**src/rtl/mc_ctrl.sv**
```systemverilog
// rtl/mc_ctrl.sv - multi-cycle MIPS control FSM with memory handshakes, retire counter and timeout
module mc_ctrl #(
  parameter int MEM_TIMEOUT = 16,
  parameter int CNT_W       = 32
) (
  input  logic             clk,
  input  logic             reset_n,
  input  logic [5:0]       op,
  input  logic [5:0]       func,
  input  logic             zero,
  input  logic             imem_ack,
  input  logic             dmem_ack,
  output logic             imem_req,
  output logic             ir_we,
  output logic             pc_we,
  output logic [1:0]       pc_src,
  output logic             dmem_req,
  output logic             dmem_we,
  output logic             reg_we,
  output logic             reg_dst,
  output logic             mem_to_reg,
  output logic [2:0]       state,
  output logic             err,
  output logic [CNT_W-1:0] instr_cnt
);

  typedef enum logic [2:0] {
    S_IDLE   = 3'd0,
    S_FETCH  = 3'd1,
    S_DECODE = 3'd2,
    S_EXEC   = 3'd3,
    S_MEM    = 3'd4,
    S_WB     = 3'd5,
    S_ERR    = 3'd7
  } state_t;

  typedef enum logic [2:0] {
    C_RTYPE, C_ORI, C_LW, C_SW, C_LUI, C_BEQ, C_J, C_BAD
  } cls_t;

  localparam int WAIT_W = (MEM_TIMEOUT < 2) ? 1 : $clog2(MEM_TIMEOUT);
  // Last wait count before giving up; only meaningful when MEM_TIMEOUT != 0.
  localparam logic [WAIT_W-1:0] WAIT_LAST = WAIT_W'(MEM_TIMEOUT - 1);

  state_t            state_q, state_d;
  cls_t              cls_q, dec_cls;
  logic [WAIT_W-1:0] wait_q;
  logic [CNT_W-1:0]  cnt_q;
  logic              timeout, entering_wait, wait_noack, retire;

  always_comb begin
    dec_cls = C_BAD;
    case (op)
      6'h00: if (func == 6'h20 || func == 6'h22) dec_cls = C_RTYPE;
      6'h0D: dec_cls = C_ORI;
      6'h23: dec_cls = C_LW;
      6'h2B: dec_cls = C_SW;
      6'h0F: dec_cls = C_LUI;
      6'h04: dec_cls = C_BEQ;
      6'h02: dec_cls = C_J;
      default: dec_cls = C_BAD;
    endcase
  end

  assign timeout = (MEM_TIMEOUT != 0) && (wait_q == WAIT_LAST);

  always_comb begin
    state_d    = state_q;
    imem_req   = 1'b0;
    ir_we      = 1'b0;
    pc_we      = 1'b0;
    pc_src     = 2'd0;
    dmem_req   = 1'b0;
    dmem_we    = 1'b0;
    reg_we     = 1'b0;
    reg_dst    = 1'b0;
    mem_to_reg = 1'b0;
    err        = 1'b0;
    case (state_q)
      S_IDLE: state_d = S_FETCH;
      S_FETCH: begin
        imem_req = 1'b1;
        // An ack arriving on the final allowed cycle still wins over the timeout.
        if (imem_ack) begin
          ir_we   = 1'b1;
          pc_we   = 1'b1;
          state_d = S_DECODE;
        end else if (timeout) begin
          state_d = S_ERR;
        end
      end
      S_DECODE: begin
        case (dec_cls)
          C_J: begin
            pc_we   = 1'b1;
            pc_src  = 2'd2;
            state_d = S_FETCH;
          end
          C_BAD:   state_d = S_ERR;
          default: state_d = S_EXEC;
        endcase
      end
      S_EXEC: begin
        case (cls_q)
          C_BEQ: begin
            pc_we   = zero;
            pc_src  = 2'd1;
            state_d = S_FETCH;
          end
          C_LW, C_SW: state_d = S_MEM;
          default:    state_d = S_WB;
        endcase
      end
      S_MEM: begin
        dmem_req = 1'b1;
        dmem_we  = (cls_q == C_SW);
        if (dmem_ack) state_d = (cls_q == C_LW) ? S_WB : S_FETCH;
        else if (timeout) state_d = S_ERR;
      end
      S_WB: begin
        reg_we     = 1'b1;
        reg_dst    = (cls_q == C_RTYPE);
        mem_to_reg = (cls_q == C_LW);
        state_d    = S_FETCH;
      end
      S_ERR: begin
        err     = 1'b1;
        state_d = S_ERR;
      end
      default: state_d = S_IDLE;
    endcase
  end

  assign entering_wait = (state_d != state_q) && (state_d == S_FETCH || state_d == S_MEM);
  assign wait_noack    = (state_q == S_FETCH && !imem_ack) || (state_q == S_MEM && !dmem_ack);
  assign retire        = (state_d == S_FETCH) &&
                         (state_q == S_DECODE || state_q == S_EXEC ||
                          state_q == S_MEM    || state_q == S_WB);

  always_ff @(posedge clk or negedge reset_n) begin
    if (!reset_n) begin
      state_q <= S_IDLE;
      cls_q   <= C_BAD;
      wait_q  <= '0;
      cnt_q   <= '0;
    end else begin
      state_q <= state_d;
      if (state_q == S_DECODE) cls_q <= dec_cls;
      if (entering_wait) wait_q <= '0;
      else if (wait_noack) wait_q <= wait_q + 1'b1;
      if (retire) cnt_q <= cnt_q + 1'b1;
    end
  end

  assign state     = state_q;
  assign instr_cnt = cnt_q;

endmodule
```
**config.mk**
```make
export PLATFORM = sky130hd
export DESIGN_NAME = mc_ctrl
export DESIGN_NICKNAME = d
export VERILOG_FILES = /design/src/rtl/mc_ctrl.sv
export SDC_FILE = /design/constraint.sdc
export NUM_CORES = 1
export LEC_CHECK = 0
export ABC_CLOCK_PERIOD_IN_PS = 2500
export CORE_UTILIZATION = 30
export DETAILED_ROUTE_END_ITERATION = 12
export PLACE_DENSITY_LB_ADDON = 0.08
export SLEW_MARGIN = 10
export SYNTH_ARGS = -nofsm -noshare
export SYNTH_HDL_FRONTEND = slang
export SYNTH_SLANG_ARGS = --single-unit
```
**constraint.sdc**
```tcl
create_clock -name clk -period 2.5 [get_ports clk]
set_clock_uncertainty 0.2 [all_clocks]
set_input_delay 0.5 -clock clk [delete_from_list [all_inputs] [get_ports clk]]
set_output_delay 0.5 -clock clk [all_outputs]
set_load 0.02 [all_outputs]
```
==> impl_metrics.ini, run 1 <==
[status]
status = finished, violations left
violations = negative setup slack

[global_route]
grt_pass1_vias = 2535
grtUsageTotal_pct = 16.20
antenna_found_initial = 0
grt_pass1_wl_um = 12430
overflow = 0
grt_max_degree = 20

[worst_setup_path]
reg2reg_to = instr_cnt[20]
rr_startpoint = wait_q[0]
path_common_cell = buf_6
endpoint_kind = output pin
required_ns = 1.80
cp_cell_sequence = buf_6 -> or4_4 -> or3_1 -> o211ai_1 -> o21ai_1 -> a21o_1 -> buf_6
cp-start-kind = input pin
crit_fanout = 2
worst_path_max_delay_cell = or4_4
crit_type = in -> out
setup.reg_to_reg.worst_slack_ns = -0.13
worst-r2r-cell-count = 8
crit_arrival_ns = 2.02
cpPeakStageDelay_ns = 0.53

[logic_synthesis]
synth_warnings = 0
synth_top_family_by_area = simple AND/OR/NAND/NOR gates
synth_area_per_cell_sq_um = 10.32
synth_xor_area_share_pct = 11.33
synth_top_area_share_pct = 36.08
synthCells = 262
yosysSeqAreaShare_pct = 38.99
yosys.area.top_type = dfrtp_1
synthFlopType = dfrtp_1
netlist_top_cells_count = dfrtp_1, xor2_1, nor4_2
synth_nets = 282
synth-compound-area-share_pct = 8.418
synthArstFlopShare_pct = 100.0
yosysUniqueCellTypes = 51
synthesis.area_sq_mm = 0.002705
synth_most_common_cell = dfrtp_1
synthTopCellsByArea = dfrtp_1, nor4_2, xor2_1
synth_fa_ha_area_share_pct = 1.388
postSynthRegisterBits = 42
yosys.area_share.simple_pct = 34.18
synth_edf_count = 0
synthMuxAreaShare_pct = 0.7863

[timing]
slew_headroom_pct = 63.87
fmax_ghz = 0.3675
finalCritPeriodShare_pct = 108.8
setup_tns_ns = -3.271
fin_ws_ns = -0.2209
finalMaxSlewViolations = 0
tightest_slew_ns = 0.5370
rsz0062_at_grt = yes
hold_viol_final = 0
fin_crit_ns = 2.721
setup_viol = 34

[die]
die_height_um = 96.96
die_width_um = 96.96
start_util_pct = 31.02
io_pins = 63
fp-row-count = 34
die_area_sq_mm = 0.009400
coreArea_sq_mm = 0.008721

[drt]
drc = 0
wire_per_inst_um = 15.00
dr_total_vias = 2458
antenna_left = 0
first_pass_iters = 4
wirelength_um = 7336
first_iter_violations = 52
vias_per_cell = 5.027

[power]
clockPowerShare_pct = 11.1
intPower_mw = 2.189
power_frac_comb_pct = 63.7
p_total_mw = 4.037
swShare_pct = 45.79
switching_power_mw = 1.848
power_density_mw_per_mm2 = 926.3
p_leak_nw = 1.769
p_seq_share_pct = 25.3
ir_drop_v = 0.0005593

[clocking]
clk_pin_slew_ns = 0.09
clkLatencyLatePin_ns = 0.30
max-clock-path-buffers = 2
cts_tree = built
cts.sinks = 42
htree_levels = 2
cts_made_buffers = 5
cts_root_buf = clkbuf_8

[finish]
drive_gt1_share_pct = 34.38
n_antenna_cell = 0
nNetsFinal = 400
fin_cells = 489
syn2layout_area_growth_pct = 61.10
n_fill_cell = 812

[worst_hold_path]
hold_end = instr_cnt[31]
min_path_cells = 1
min-delay-start = instr_cnt[31]
min_path_type = reg -> reg

[job]
cap_viol_max_count = 0

[placed_design]
pre_cts_ws_ns = -0.9860
hpwlAfterDp_um = 5313
io_buffers = 61
place_inst = 472
gp_congestion = 0.8093
-- critical path: cells and delay by family --
kind | cells | cell delay, ns
and+or+nand+nor | 2 | 0.84
AOI/OAI and AO/OA | 3 | 0.45
buffers and inverters | 2 | 0.22
-- cell type report --
type / count / area, sq um / share of cell area [%]
flip-flops and latches: 42 / 1057 / 24.26
multi-input cells: 195 / 1877 / 43.07
clock inverters: 2 / 13.76 / 0.3158
repair buffers: 126 / 1165 / 26.73
clock buffers: 6 / 72.57 / 1.665
well taps: 108 / 135.1 / 3.101
inverters: 10 / 37.54 / 0.8613
-- layer usage --
| layer | track usage, % | wire, um | vias up |
|---|---|---|---|
| li1 | - | - | 1205 |
| met1 | 20.74 | 3316 | 1192 |
| met2 | 27.30 | 3635 | 48 |
| met3 | 3.179 | 250 | 13 |
| met4 | 5.281 | 133 | 0 |
| met5 | 0 | 0 | - |
-- what timing repair did --
item	CTS	global route
setup buffers	6	2
gates resized for setup	45	13
setup endpoints to repair	47	40
endpoints found under the hold margin	17	0
gates cloned	2	0
pin swaps	18	17
hold buffers	1	0
-- cells by family (layout without fill, tap and decap cells) --
group	Yosys count	count (layout)
AOI/OAI and AO/OA	32	32
xor gates and xnor gates	35	35
adders and majority gates	3	3
buffers and inverters	25	144
DFF	42	42
muxes	2	2
and+or+nand+nor	123	123
-- layout by cell type (no fill, tap or decap), types with 4 or more instances in the layout --
cell type         n
buf_4            55
clkdlybuf4s50_1  44
dfrtp_1          37
xor2_1           30
nor4_4           24
nand2_1          16
nor2_1           12
nand3_1          11
inv_1            10
a21oi_1           8
dlygate4sd2_1     8
buf_6             7
and3_1            6
nand2b_1          6
nor4b_4           5
o21ai_0           5
xnor2_1           5
nor4_1            5
nand4_1           5
clkbuf_8          5
buf_12            5
and4_1            4
-- power by group through the flow --
stage          registers (mW)  logic [mW]  clock network [mW]
2_1_floorplan            1.11        1.38                   0
3_3_place_gp             1.03        2.30                   0
3_5_place_dp             1.03        2.31                   0
4_1_cts                  1.02        2.62               0.464
5_1_grt                  1.05        2.74               0.481
6_report                 1.02        2.57               0.446
-- worst max path at each step --
stage                     slack [ns]  cells past startpoint  startpoint            end
after floorplan                -0.46                      8       op[0]  instr_cnt[23]
after global placement         -0.99                      7       op[0]          pc_we
after detailed placement       -0.99                      7       op[0]          pc_we
after CTS                      -0.30                      7       op[0]          pc_we
after global routing           -0.31                      7       op[0]          pc_we
final                          -0.22                      7       op[0]          pc_we
-- flip-flops by register name, indices dropped and copies added (netlist names) --
| signal | cells |
|---|---|
| cls_q | 3 |
| instr_cnt | 32 |
| state | 3 |
| wait_q | 4 |
-- metrics by stage --
stage | hold WS, ns | cell area, sq um | utilization, %
floorplan | 0.004409 | 3043 | -
global placement | 0.2517 | 4136 | 47.43
detailed placement | 0.2579 | 4136 | 47.43
CTS | 0.2705 | 4358 | 49.97
global route | 0.2863 | 4358 | 49.97
finish | 0.2632 | 4358 | 49.97
(Power assumes the default switching activity.)
==> run 2, diff against run 1 <==
- PLACE_DENSITY: not set -> 0.65
- PLACE_DENSITY_LB_ADDON: 0.08 -> not set
==> impl_metrics.ini, run 2 (synthesis results as in run 1) <==
[status]
status = finished, violations left
violations = negative setup slack

[finish]
drive_gt1_share_pct = 34.47
fin_util_pct = 50.03
final_cell_mix = buf_4, clkdlybuf4s50_1, dfrtp_1
nNetsFinal = 400
n_antenna_cell = 0
mostFrequentLayoutCell = buf_4
n_fill_cell = 810
largest_reg_flops = 32
syn2layout_area_growth_pct = 61.29

[die]
die_area_sq_mm = 0.009400
die_width_um = 96.96
start_util_pct = 31.02
io_pins = 63
die_height_um = 96.96
coreArea_sq_mm = 0.008721
fp-row-count = 34

[worst_hold_path]
min_path_type = in -> async

[power]
clockPowerShare_pct = 10.3
p_total_mw = 4.126
swShare_pct = 44.44
ir_drop_v = 0.0006199
power_density_mw_per_mm2 = 945.8
intPower_mw = 2.293
p_seq_share_pct = 24.5
switching_power_mw = 1.834
power_frac_comb_pct = 65.3
p_leak_nw = 1.767

[drt]
drt-met1-wl_um = 2982
drc = 0
wire_per_inst_um = 14.27
wl_met3_um = 238
first_iter_violations = 44
first_pass_iters = 4
maxUsedRoutingLayer = met4
antenna_left = 0
vias_per_cell = 5.094
dr_total_vias = 2486
wl_met2_um = 3639
wirelength_um = 6965

[clocking]
cts.sinks = 42
max-clock-path-buffers = 2
cts_tree = built
clk_pin_slew_ns = 0.08
cts_made_buffers = 5
clkLatencyLatePin_ns = 0.30
hold_buffers = 0
cts_root_buf = clkbuf_8
htree_levels = 2

[timing]
setup_tns_ns = -6.821
finalCritPeriodShare_pct = 110.8
tightest_slew_ns = 0.5603
whs_ns = 0.07405
hold_viol_final = 0
fmax_ghz = 0.3610
rsz0062_at_grt = yes
fin_crit_ns = 2.770
finalMaxSlewViolations = 0
slew_headroom_pct = 62.64
setup_viol = 34
fin_ws_ns = -0.2700

[worst_setup_path]
critPathTopFamily = simple AND/OR/NAND/NOR gates
crit_fanout = 7
worstSetupStartpoint = op[4]
crit_type = in -> reg
rr_startpoint = wait_q[0]
crit_arrival_ns = 2.80
endpoint_kind = flop
cpPeakStageDelay_ns = 0.54
path_buf_inv = 4
worst-r2r-cell-count = 8
cp-start-kind = input pin
reg2reg_to = instr_cnt[9]
required_ns = 2.53
cp_cell_sequence = buf_6 -> or4_4 -> buf_6 -> o311a_4 -> or4_4 -> buf_12 -> buf_8 -> nor4b_4 -> xor2_1
worst_path_max_delay_cell = or4_4
setup.reg_to_reg.worst_slack_ns = -0.11

[global_route]
grtUsageTotal_pct = 15.60
grt_pass1_vias = 2539
antenna_found_initial = 0
grt_pass1_wl_um = 12100
grt_max_degree = 43
overflow = 0

[placed_design]
gp_congestion = 0.8413
hpwlAfterDp_um = 5081
io_buffers = 61
pre_cts_ws_ns = -0.9494

[job]
cap_viol_max_count = 0
## run 2: metal layers
metal | up-vias | GRT usage, %
met5 | - | 0
met4 | 0 | 4.133
met3 | 10 | 2.818
met2 | 55 | 28.39
met1 | 1213 | 18.75
li1 | 1208 | -
## run 2: what timing repair did
item,CTS,global route
endpoints found under the setup margin,46,35
resized for setup,49,5
gates cloned,2,0
pin swaps,15,18
setup buffers,4,3
## run 2: worst max path at each step
| stage | slack (ns) | to | cells past startpoint |
|---|---|---|---|
| 6_report | -0.27 | instr_cnt[9] | 9 |
| 5_1_grt | -0.32 | instr_cnt[2] | 9 |
| 4_1_cts | -0.29 | instr_cnt[11] | 8 |
| 3_5_place_dp | -0.95 | instr_cnt[20] | 8 |
| 3_3_place_gp | -0.94 | pc_we | 7 |
| 2_1_floorplan | -0.46 | instr_cnt[23] | 8 |
## run 2: final cells by class
cell class | instances | area [sq um] | area share (%)
clock buffers | 5 | 68.82 | 1.577
repair buffers | 126 | 1200 | 27.50
inverters | 10 | 37.54 | 0.8603
clock inverters | 2 | 10.01 | 0.2294
well taps | 108 | 135.1 | 3.097
flip-flops and latches | 42 | 1057 | 24.23
multi-input cells | 195 | 1854 | 42.50
## run 2: power groups by stage
stage | clock [mW] | combinational (mW) | sequential (mW)
after floorplan | 0 | 1.38 | 1.11
after global placement | 0 | 2.27 | 1.01
after detailed placement | 0 | 2.31 | 1.02
after CTS | 0.446 | 2.59 | 1.01
after global routing | 0.461 | 2.86 | 1.04
final | 0.424 | 2.69 | 1.01
## run 2: metrics by stage
| stage | instances | instance area, sq um |
|---|---|---|
| after floorplan | 262 | 3043 |
| after global placement | 472 | 4136 |
| after detailed placement | 472 | 4136 |
| after CTS | 485 | 4322 |
| after global routing | 488 | 4363 |
| final | 488 | 4363 |
## run 2: worst register-to-register path, delay by kind of cell, from the launching register on
family                     cells  cell delay [ns]
buffers and inverters          2             0.33
adders and majority gates      1             0.21
and+or+nand+nor                3             1.02
xor gates and xnor gates       1             0.16
AOI/OAI and AO/OA              1             0.24
DFF                            1             0.39
==> run 3, diff against run 2 <==
- DONT_BUFFER_PORTS: not set -> 1
- PLACE_DENSITY: 0.65 -> 0.56
==> impl_metrics.ini, run 3 (synthesis results as in run 1) <==
[clocking]
cts.sinks = 42
clkLatencyLatePin_ns = 0.29
max-clock-path-buffers = 2
clk_pin_slew_ns = 0.08
cts_made_buffers = 5
htree_levels = 2
cts_root_buf = clkbuf_8
cts_tree = built

[global_route]
overflow = 0
antenna_found_initial = 0
grt_max_degree = 43
grtUsageTotal_pct = 13.89
grt_pass1_vias = 2170
grt_pass1_wl_um = 10630

[power]
intPower_mw = 2.017
clockPowerShare_pct = 14.8
switching_power_mw = 1.722
power_frac_comb_pct = 56.1
power_density_mw_per_mm2 = 1004
ir_drop_v = 0.0004609
swShare_pct = 46.06
p_leak_nw = 1.467
p_seq_share_pct = 29.1

[die]
start_util_pct = 31.02
die_height_um = 96.96
die_width_um = 96.96
fp-row-count = 34
die_area_sq_mm = 0.009400
io_pins = 63
coreArea_sq_mm = 0.008721

[worst_setup_path]
cpPeakStageDelay_ns = 0.56
cp_cell_sequence = or4_4 -> buf_6 -> o311a_4 -> or4_4 -> buf_6 -> buf_12 -> nor4b_4 -> xor2_1
cp-start-kind = input pin
crit_arrival_ns = 2.77
endpoint_kind = flop
required_ns = 2.52
worst_path_max_delay_cell = or4_4
crit_type = in -> reg
path_buf_inv = 3
critPathTopFamily = simple AND/OR/NAND/NOR gates
crit_fanout = 10

[timing]
finalMaxSlewViolations = 0
fmax_ghz = 0.3639
setup_viol = 34
slew_headroom_pct = 59.37
whs_ns = 0.1855
hold_viol_final = 0
fin_ws_ns = -0.2482
tightest_slew_ns = 0.6009
fin_crit_ns = 2.748
finalCritPeriodShare_pct = 109.9
rsz0062_at_grt = yes

[finish]
n_antenna_cell = 0
drive_gt1_share_pct = 35.48
fin_cells = 418
nNetsFinal = 330
mostFrequentLayoutCell = buf_4
final_cell_mix = buf_4, dfrtp_1, xor2_1
syn2layout_area_growth_pct = 37.70
largest_reg_flops = 32

[drt]
wl_met2_um = 3119
wire_per_inst_um = 14.93
wirelength_um = 6239
dr_total_vias = 2157
vias_per_cell = 5.160
maxUsedRoutingLayer = met4
drt-met1-wl_um = 2748
wl_met3_um = 282
antenna_left = 0
drc = 0
first_iter_violations = 26
first_pass_iters = 4

[placed_design]
place_inst = 403
hpwlAfterDp_um = 4609
io_buffers = 0
gp_congestion = 0.7765

[status]
status = finished, violations left
violations = negative setup slack

[worst_hold_path]
min_path_type = in -> reg

[job]
cap_viol_max_count = 0
[run 3: cell count changes in the layout (fill, tap and decap cells not counted), moves of 2 or more]
cell,before,now
buf_6,7,5
buf_4,56,44
clkinv_2,2,0
dlygate4sd2_1,6,0
clkdlybuf4s50_1,44,0
buf_2,4,0
[run 3: power groups by stage]
stage          clock, mW  combinational (mW)  sequential (mW)
3_5_place_dp           0                1.85             1.09
4_1_cts            0.575                2.00             1.08
2_1_floorplan          0                1.38             1.11
5_1_grt            0.602                2.26             1.12
3_3_place_gp           0                1.84             1.09
6_report           0.553                2.10             1.09
[run 3: cell type report]
class	count	area [sq um]
Sequential cell	42	1056
Multi-Input combinational cell	195	1847
Timing Repair Buffer	56	536.8
Inverter	10	37.54
Clock buffer	6	82.58
Tap cell	108	135.1
Fill cell	809	4996
Clock inverter	1	30.03
[run 3: routing by layer]
layer	global-route usage, %	up-vias
met4	4.133	0
li1	-	1067
met1	16.80	1032
met2	23.84	51
met3	3.974	7
met5	0	-
[run 3: final timing paths]
| kind | start | end | slack, ns | cells past startpoint |
|---|---|---|---|---|
| min in group asynchronous | reset_n | instr_cnt[13] | 0.49 | 2 |
| max in group asynchronous | reset_n | cls_q[2] | 1.33 | 2 |
| worst max register to register | wait_q[0] | instr_cnt[9] | -0.16 | 8 |
| worst min register to register | cls_q[1] | cls_q[1] | 0.35 | 2 |
| worst min-delay path | op[4] | cls_q[0] | 0.19 | 2 |
| worst max-delay path | op[0] | instr_cnt[9] | -0.25 | 8 |
[run 3: repair_timing]
action	4_1_cts	5_1_grt
gates cloned	1	1
buffers inserted	2	3
hold buffers	2	0
pin swaps	3	12
gates resized for setup	1	8
endpoints found under the hold margin	42	0
endpoints found under the setup margin	14	39
[run 3: stage by stage]
stage | setup TNS [ns] | instance area (sq um) | worst slack [ns] | utilization (%) | total power, mW
floorplan | -13.28 | 3043 | -0.4602 | - | 2.490
global placement | -10.14 | 3458 | -0.3677 | 39.66 | 2.936
detailed placement | -10.50 | 3458 | -0.3942 | 39.66 | 2.946
CTS | -4.397 | 3660 | -0.2110 | 41.97 | 3.654
global route | -5.636 | 3725 | -0.2906 | 42.71 | 3.975
finish | -4.011 | 3725 | -0.2482 | 42.71 | 3.738
